File: src/rtl/spi_write_controller.sv
// rtl/spi_write_controller.sv - SPI mode-0 initiator serialising 16-bit register command frames
//
// Purpose: accepts one {rw, addr[6:0], data[7:0]} command per cmd_valid/cmd_ready
// handshake and shifts it out MSB first on SCLK/nCS/COPI. Every bus output is a
// flop, so the pins are glitch-free.
// Optional feature macro: SPI_CTRL_READBACK_EN (adds CIPO, rd_data, rd_valid).
// Ports:
//   clk, rst                    system clock, asynchronous active-high reset
//   cmd_valid/cmd_ready         command handshake
//   cmd_rw, cmd_addr, cmd_data  frame fields (bit 15, bits 14:8, bits 7:0)
//   busy                        frame or inter-frame gap in progress
//   done                        one-cycle pulse when nCS returns high
//   SCLK, nCS, COPI             serial bus (SCLK idle low, nCS idle high)
//   CIPO, rd_data, rd_valid     read data capture (SPI_CTRL_READBACK_EN only)
module spi_write_controller #(
  parameter int CLK_DIV    = 4,
  parameter int GAP_CYCLES = 8
) (
  input  logic       clk,
  input  logic       rst,
  input  logic       cmd_valid,
  output logic       cmd_ready,
  input  logic       cmd_rw,
  input  logic [6:0] cmd_addr,
  input  logic [7:0] cmd_data,
  output logic       busy,
  output logic       done,
`ifdef SPI_CTRL_READBACK_EN
  input  logic       CIPO,
  output logic [7:0] rd_data,
  output logic       rd_valid,
`endif
  output logic       SCLK,
  output logic       nCS,
  output logic       COPI
);

  localparam int DIV_W = $clog2(CLK_DIV);
  localparam int GAP_W = $clog2(GAP_CYCLES + 1);
  localparam logic [DIV_W-1:0] DIV_LAST = DIV_W'(CLK_DIV - 1);
  localparam logic [DIV_W-1:0] DIV_ONE  = DIV_W'(1);
  localparam logic [GAP_W-1:0] GAP_LAST = GAP_W'(GAP_CYCLES - 1);
  localparam logic [GAP_W-1:0] GAP_ONE  = GAP_W'(1);

  typedef enum logic [2:0] {IDLE, SETUP, HIGH, LOW, GAP} state_t;

  state_t           state;
  logic [DIV_W-1:0] div_cnt;
  logic [GAP_W-1:0] gap_cnt;
  logic [3:0]       bit_cnt;
  // Frame bit 15 goes straight to COPI at the handshake, so only bits 14:0 are held.
  logic [14:0]      shift;
`ifdef SPI_CTRL_READBACK_EN
  logic             frame_rw;
  logic [7:0]       rd_shift;
`endif

  always_ff @(posedge clk or posedge rst) begin
    if (rst) begin
      state     <= IDLE;
      div_cnt   <= '0;
      gap_cnt   <= '0;
      bit_cnt   <= '0;
      shift     <= '0;
      SCLK      <= 1'b0;
      nCS       <= 1'b1;
      COPI      <= 1'b0;
      cmd_ready <= 1'b0;
      busy      <= 1'b0;
      done      <= 1'b0;
`ifdef SPI_CTRL_READBACK_EN
      frame_rw  <= 1'b0;
      rd_shift  <= '0;
      rd_data   <= '0;
      rd_valid  <= 1'b0;
`endif
    end else begin
      done <= 1'b0;
`ifdef SPI_CTRL_READBACK_EN
      rd_valid <= 1'b0;
`endif
      case (state)
        IDLE: begin
          if (cmd_valid && cmd_ready) begin
            shift     <= {cmd_addr, cmd_data};
            COPI      <= cmd_rw;
            nCS       <= 1'b0;
            cmd_ready <= 1'b0;
            busy      <= 1'b1;
            div_cnt   <= DIV_LAST;
            bit_cnt   <= '0;
`ifdef SPI_CTRL_READBACK_EN
            frame_rw  <= cmd_rw;
`endif
            state     <= SETUP;
          end else begin
            // Also covers the first cycle after reset release.
            cmd_ready <= 1'b1;
          end
        end

        SETUP: begin
          if (div_cnt == '0) begin
            SCLK    <= 1'b1;
            div_cnt <= DIV_LAST;
            state   <= HIGH;
          end else begin
            div_cnt <= div_cnt - DIV_ONE;
          end
        end

        HIGH: begin
          if (div_cnt == '0) begin
            SCLK    <= 1'b0;
            div_cnt <= DIV_LAST;
            bit_cnt <= bit_cnt + 4'd1;
            // After the 16th high phase COPI parks low for the hold phase.
            if (bit_cnt == 4'd15) begin
              COPI <= 1'b0;
            end else begin
              COPI  <= shift[14];
              shift <= {shift[13:0], 1'b0};
            end
`ifdef SPI_CTRL_READBACK_EN
            // High phases 9..16 carry the peripheral's data bits 7..0.
            if (!frame_rw && bit_cnt[3])
              rd_shift <= {rd_shift[6:0], CIPO};
`endif
            state <= LOW;
          end else begin
            div_cnt <= div_cnt - DIV_ONE;
          end
        end

        LOW: begin
          if (div_cnt == '0) begin
            // bit_cnt has wrapped to 0 only once all 16 high phases are done.
            if (bit_cnt == 4'd0) begin
              nCS     <= 1'b1;
              done    <= 1'b1;
              gap_cnt <= GAP_LAST;
`ifdef SPI_CTRL_READBACK_EN
              if (!frame_rw) begin
                rd_data  <= rd_shift;
                rd_valid <= 1'b1;
              end
`endif
              state <= GAP;
            end else begin
              SCLK    <= 1'b1;
              div_cnt <= DIV_LAST;
              state   <= HIGH;
            end
          end else begin
            div_cnt <= div_cnt - DIV_ONE;
          end
        end

        GAP: begin
          if (gap_cnt == '0) begin
            busy      <= 1'b0;
            cmd_ready <= 1'b1;
            state     <= IDLE;
          end else begin
            gap_cnt <= gap_cnt - GAP_ONE;
          end
        end

        default: state <= IDLE;
      endcase
    end
  end

endmodule
File: config.mk
export PLATFORM = sky130hd
export DESIGN_NAME = spi_write_controller
export DESIGN_NICKNAME = d
export VERILOG_FILES = /design/src/rtl/spi_write_controller.sv
export SDC_FILE = /design/constraint.sdc
export NUM_CORES = 1
export LEC_CHECK = 0
export BUFFER_PORTS_ARGS = -buffer_cell sky130_fd_sc_hd__buf_2
export CAP_MARGIN = 40
export CORE_ASPECT_RATIO = 1.25
export CORE_MARGIN = 2
export CORE_UTILIZATION = 28
export CTS_BUF_LIST = sky130_fd_sc_hd__clkbuf_8
export CTS_CLUSTER_SIZE = 10
export DETAILED_ROUTE_END_ITERATION = 8
export PLACE_DENSITY = 0.5
export SLEW_MARGIN = 10
export SYNTH_ARGS = -nofsm -noshare
export SYNTH_HDL_FRONTEND = slang
export SYNTH_SLANG_ARGS = --single-unit
File: constraint.sdc
create_clock -name clk -period 2.7 [get_ports clk]
set_input_delay 0.135 -clock clk [delete_from_list [all_inputs] [get_ports clk]]
set_output_delay 0.135 -clock clk [all_outputs]
set_load 0.02 [all_outputs]
==> results.py <==
metrics = {
    "outcome": {
        "status": "completed",
    },
    "timing": {
        "rsz0062_at_grt": "false",
        "worstMarginPinSlew_ps": 513,
        "clock_skew_ps": 3.76,
        "hold_violations": 0,
        "slew_viol_final": 0,
        "fmax_mhz": 515,
        "setup_viol_count_final": 0,
        "fin_crit_sh_pct": 72.0,
        "tns_ps": 0,
        "finalCriticalPeriod_ps": 1940,
        "slew_headroom_pct": 65.8,
    },
    "setup_path": {
        "cp_max_fo": 14,
        "worstPathCellList": "nor3_2 > and3_1 > o21ba_4 > mux2_2",
        "critPathCaptureType": "register",
        "timing.rr.end": "shift[1]",
        "cp_slowest_cell": "dfrtp_1",
        "path_class": "register to register",
        "reg2reg_depth": 4,
        "r2r_slack_ps": 760,
        "critical_path.max_stage_delay_ps": 670,
        "crit_arrival_ps": 2110,
        "required_ps": 2870,
        "critPathLaunchType": "register",
        "r2r-start": "state[2]",
    },
    "power_and_ir_drop": {
        "ir_drop_v": 0.000360,
        "cellLeakagePower_nw": 0.987,
        "powerDensity_nw_per_um2": 1100,
        "total_power_mw": 2.33,
    },
    "synthesis": {
        "ys_seq_area_share_pct": 46.9,
        "ys_seq_elements": 34,
        "synthFlopType": "dfrtp_1",
        "synth_cell_types": 40,
        "synth_edf_count": 0,
        "synth_area_um2": 1820,
        "syn-num-nets": 172,
        "synthTopCellsByArea": "dfrtp_1 45%, mux2_2 12%, mux2_4 8.3%",
        "yosys.area.top_type_share_pct": 45.5,
        "async_flop_share_pct": 100,
        "syn_inst": 149,
        "ys_warn_count": 0,
        "synth_top_cell_by_area": "dfrtp_1",
        "syn_area_per_cell_um2": 12.2,
    },
    "detailed_routing": {
        "post_drt_wl_per_cell_um": 12.7,
        "drc": 0,
        "top_layer_used": "met4",
        "dr_wl_met3_um": 126,
        "wl_met2_um": 1610,
        "antenna_left": 0,
        "num_vias": 1190,
        "via_per_inst": 4.49,
        "wl_met1_um": 1570,
        "first_iter_violations": 50,
        "wirelength_um": 3360,
        "first_pass_iters": 4,
    },
    "die": {
        "core_um2": 6210,
        "io_pins": 25,
        "fp.dieH_um": 94.1,
        "initial_core_util_pct": 29.3,
        "die_w_um": 76.0,
        "dieArea_um2": 7150,
        "core.rowCount": 32,
    },
    "grt": {
        "grt_pass1_vias": 1227,
        "grt_pass1_wl_um": 5800,
        "antenna_found_initial": 0,
        "overflow": 0,
        "grt_usage_pct": 10.4,
        "grt_max_degree": 35,
    },
    "clock_tree": {
        "htreeDepth": 2,
        "cts.sinks": 34,
        "postCtsSetupBuffers": 0,
        "path_clk_slew_ps": 70,
        "clk_latency_ps": 280,
        "clk_path_buf_depth": 2,
        "root_buffer": "clkbuf_8",
        "cts_tree": "yes",
        "cts_buffers": 5,
    },
    "layout": {
        "drive_gt1_share_pct": 41.7,
        "layout_commonest_cell": "dfrtp_1",
        "fin_nets": 202,
        "n_antenna_cell": 0,
        "area_growth_pct": 16.5,
        "final_cell_mix": "33 x dfrtp_1, 24 x buf_2, 20 x mux2_2",
    },
    "flow_run": {
        "maxCapViolCount": 0,
    },
    "min_path": {
        "hp-class": "primary input to register",
        "whs_path_depth": 3,
        "whs_endpoint": "shift[0]",
        "min_from": "cmd_data[0]",
    },
    "place": {
        "place_congestion": 0.674,
        "port-buffer-count": 24,
        "hpwl_um": 2370,
    },
}
## Yosys cell counts (2+ instances only)
cell type  number
mux2_2         20
inv_1          10
ha_1            4
o211ai_1        2
nand3_1         2
nor3_1          3
o21ai_0         5
and3_1          3
dfrtp_1        33
nor2_1          6
o41ai_1         2
xor2_1          3
a31oi_1         3
a21oi_1         5
nand2_1        11
mux2_4         10
a21o_1          3
buf_4           2
## layout make-up
| class | instances | area (µm²) |
|---|---|---|
| inverters | 11 | 41.3 |
| repair buffers | 28 | 153 |
| clock buffers | 6 | 82.6 |
| clock inverters | 2 | 8.76 |
| flip-flops and latches | 34 | 852 |
| well taps | 85 | 106 |
| fillers | 631 | 4090 |
| multi-input cells | 99 | 872 |
## state kept, by name, summed over array words and instances, names as in the netlist
register / cells
busy: 1
done: 1
shift: 15
cmd_ready: 1
state: 3
bit_cnt: 4
SCLK: 1
div_cnt: 2
gap_cnt: 4
COPI: 1
nCS: 1
## kinds of logic (layout without fill, tap and decap cells)
group	after synthesis	in the layout	share of synthesized area, %
multiplexers	31	31	21.3
buffers and inverters	16	47	5.10
adder cells (fa/ha/maj)	4	4	2.75
AO/OA/AOI/OAI	26	26	10.3
flip-flops	34	34	46.9
XOR/XNOR	3	3	1.45
AND/OR/NAND/NOR	35	35	12.2
## worst max path at each step
stage,startpoint,end,cells past startpoint
2_1_floorplan,div_cnt[0],shift[10],7
3_3_place_gp,state[0],gap_cnt[1],4
3_5_place_dp,state[2],shift[1],4
4_1_cts,state[2],shift[1],4
5_1_grt,state[2],shift[14],4
6_report,state[2],shift[1],4
## metal layers
metal,up-vias,track usage (%)
met5,-,0
met4,0,3.64
met3,7,2.98
met2,22,17.6
met1,571,12.7
li1,590,-
## metrics by stage
stage	area [µm²]	utilization, %	instances	setup slack (ps)	hold slack [ps]
after floorplan	1820	-	149	936	252
after global placement	2010	32.5	256	760	263
after detailed placement	2010	32.5	256	778	270
after CTS	2120	34.1	265	754	55.3
after global routing	2120	34.1	265	626	74.7
final	2120	34.1	265	757	60.3
## power breakdown
part,total (mW),internal (mW),switching (mW)
clock,0.387,0.202,0.185
sequential,0.919,0.736,0.182
combinational,1.03,0.564,0.464
total,2.33,1.50,0.831
## worst max-delay path, delay by kind of cell, from the launching register on
kind,cells,cell delay [ps]
AO/OA/AOI/OAI,1,410
flip-flops,1,670
multiplexers,1,370
AND/OR/NAND/NOR,2,380
## timing repair
action	4_1_cts	5_1_grt
hold buffers	1	0
gates resized for setup	0	0
hold endpoints to repair	33	0
Note: power is estimated with default switching activity, not from simulation.
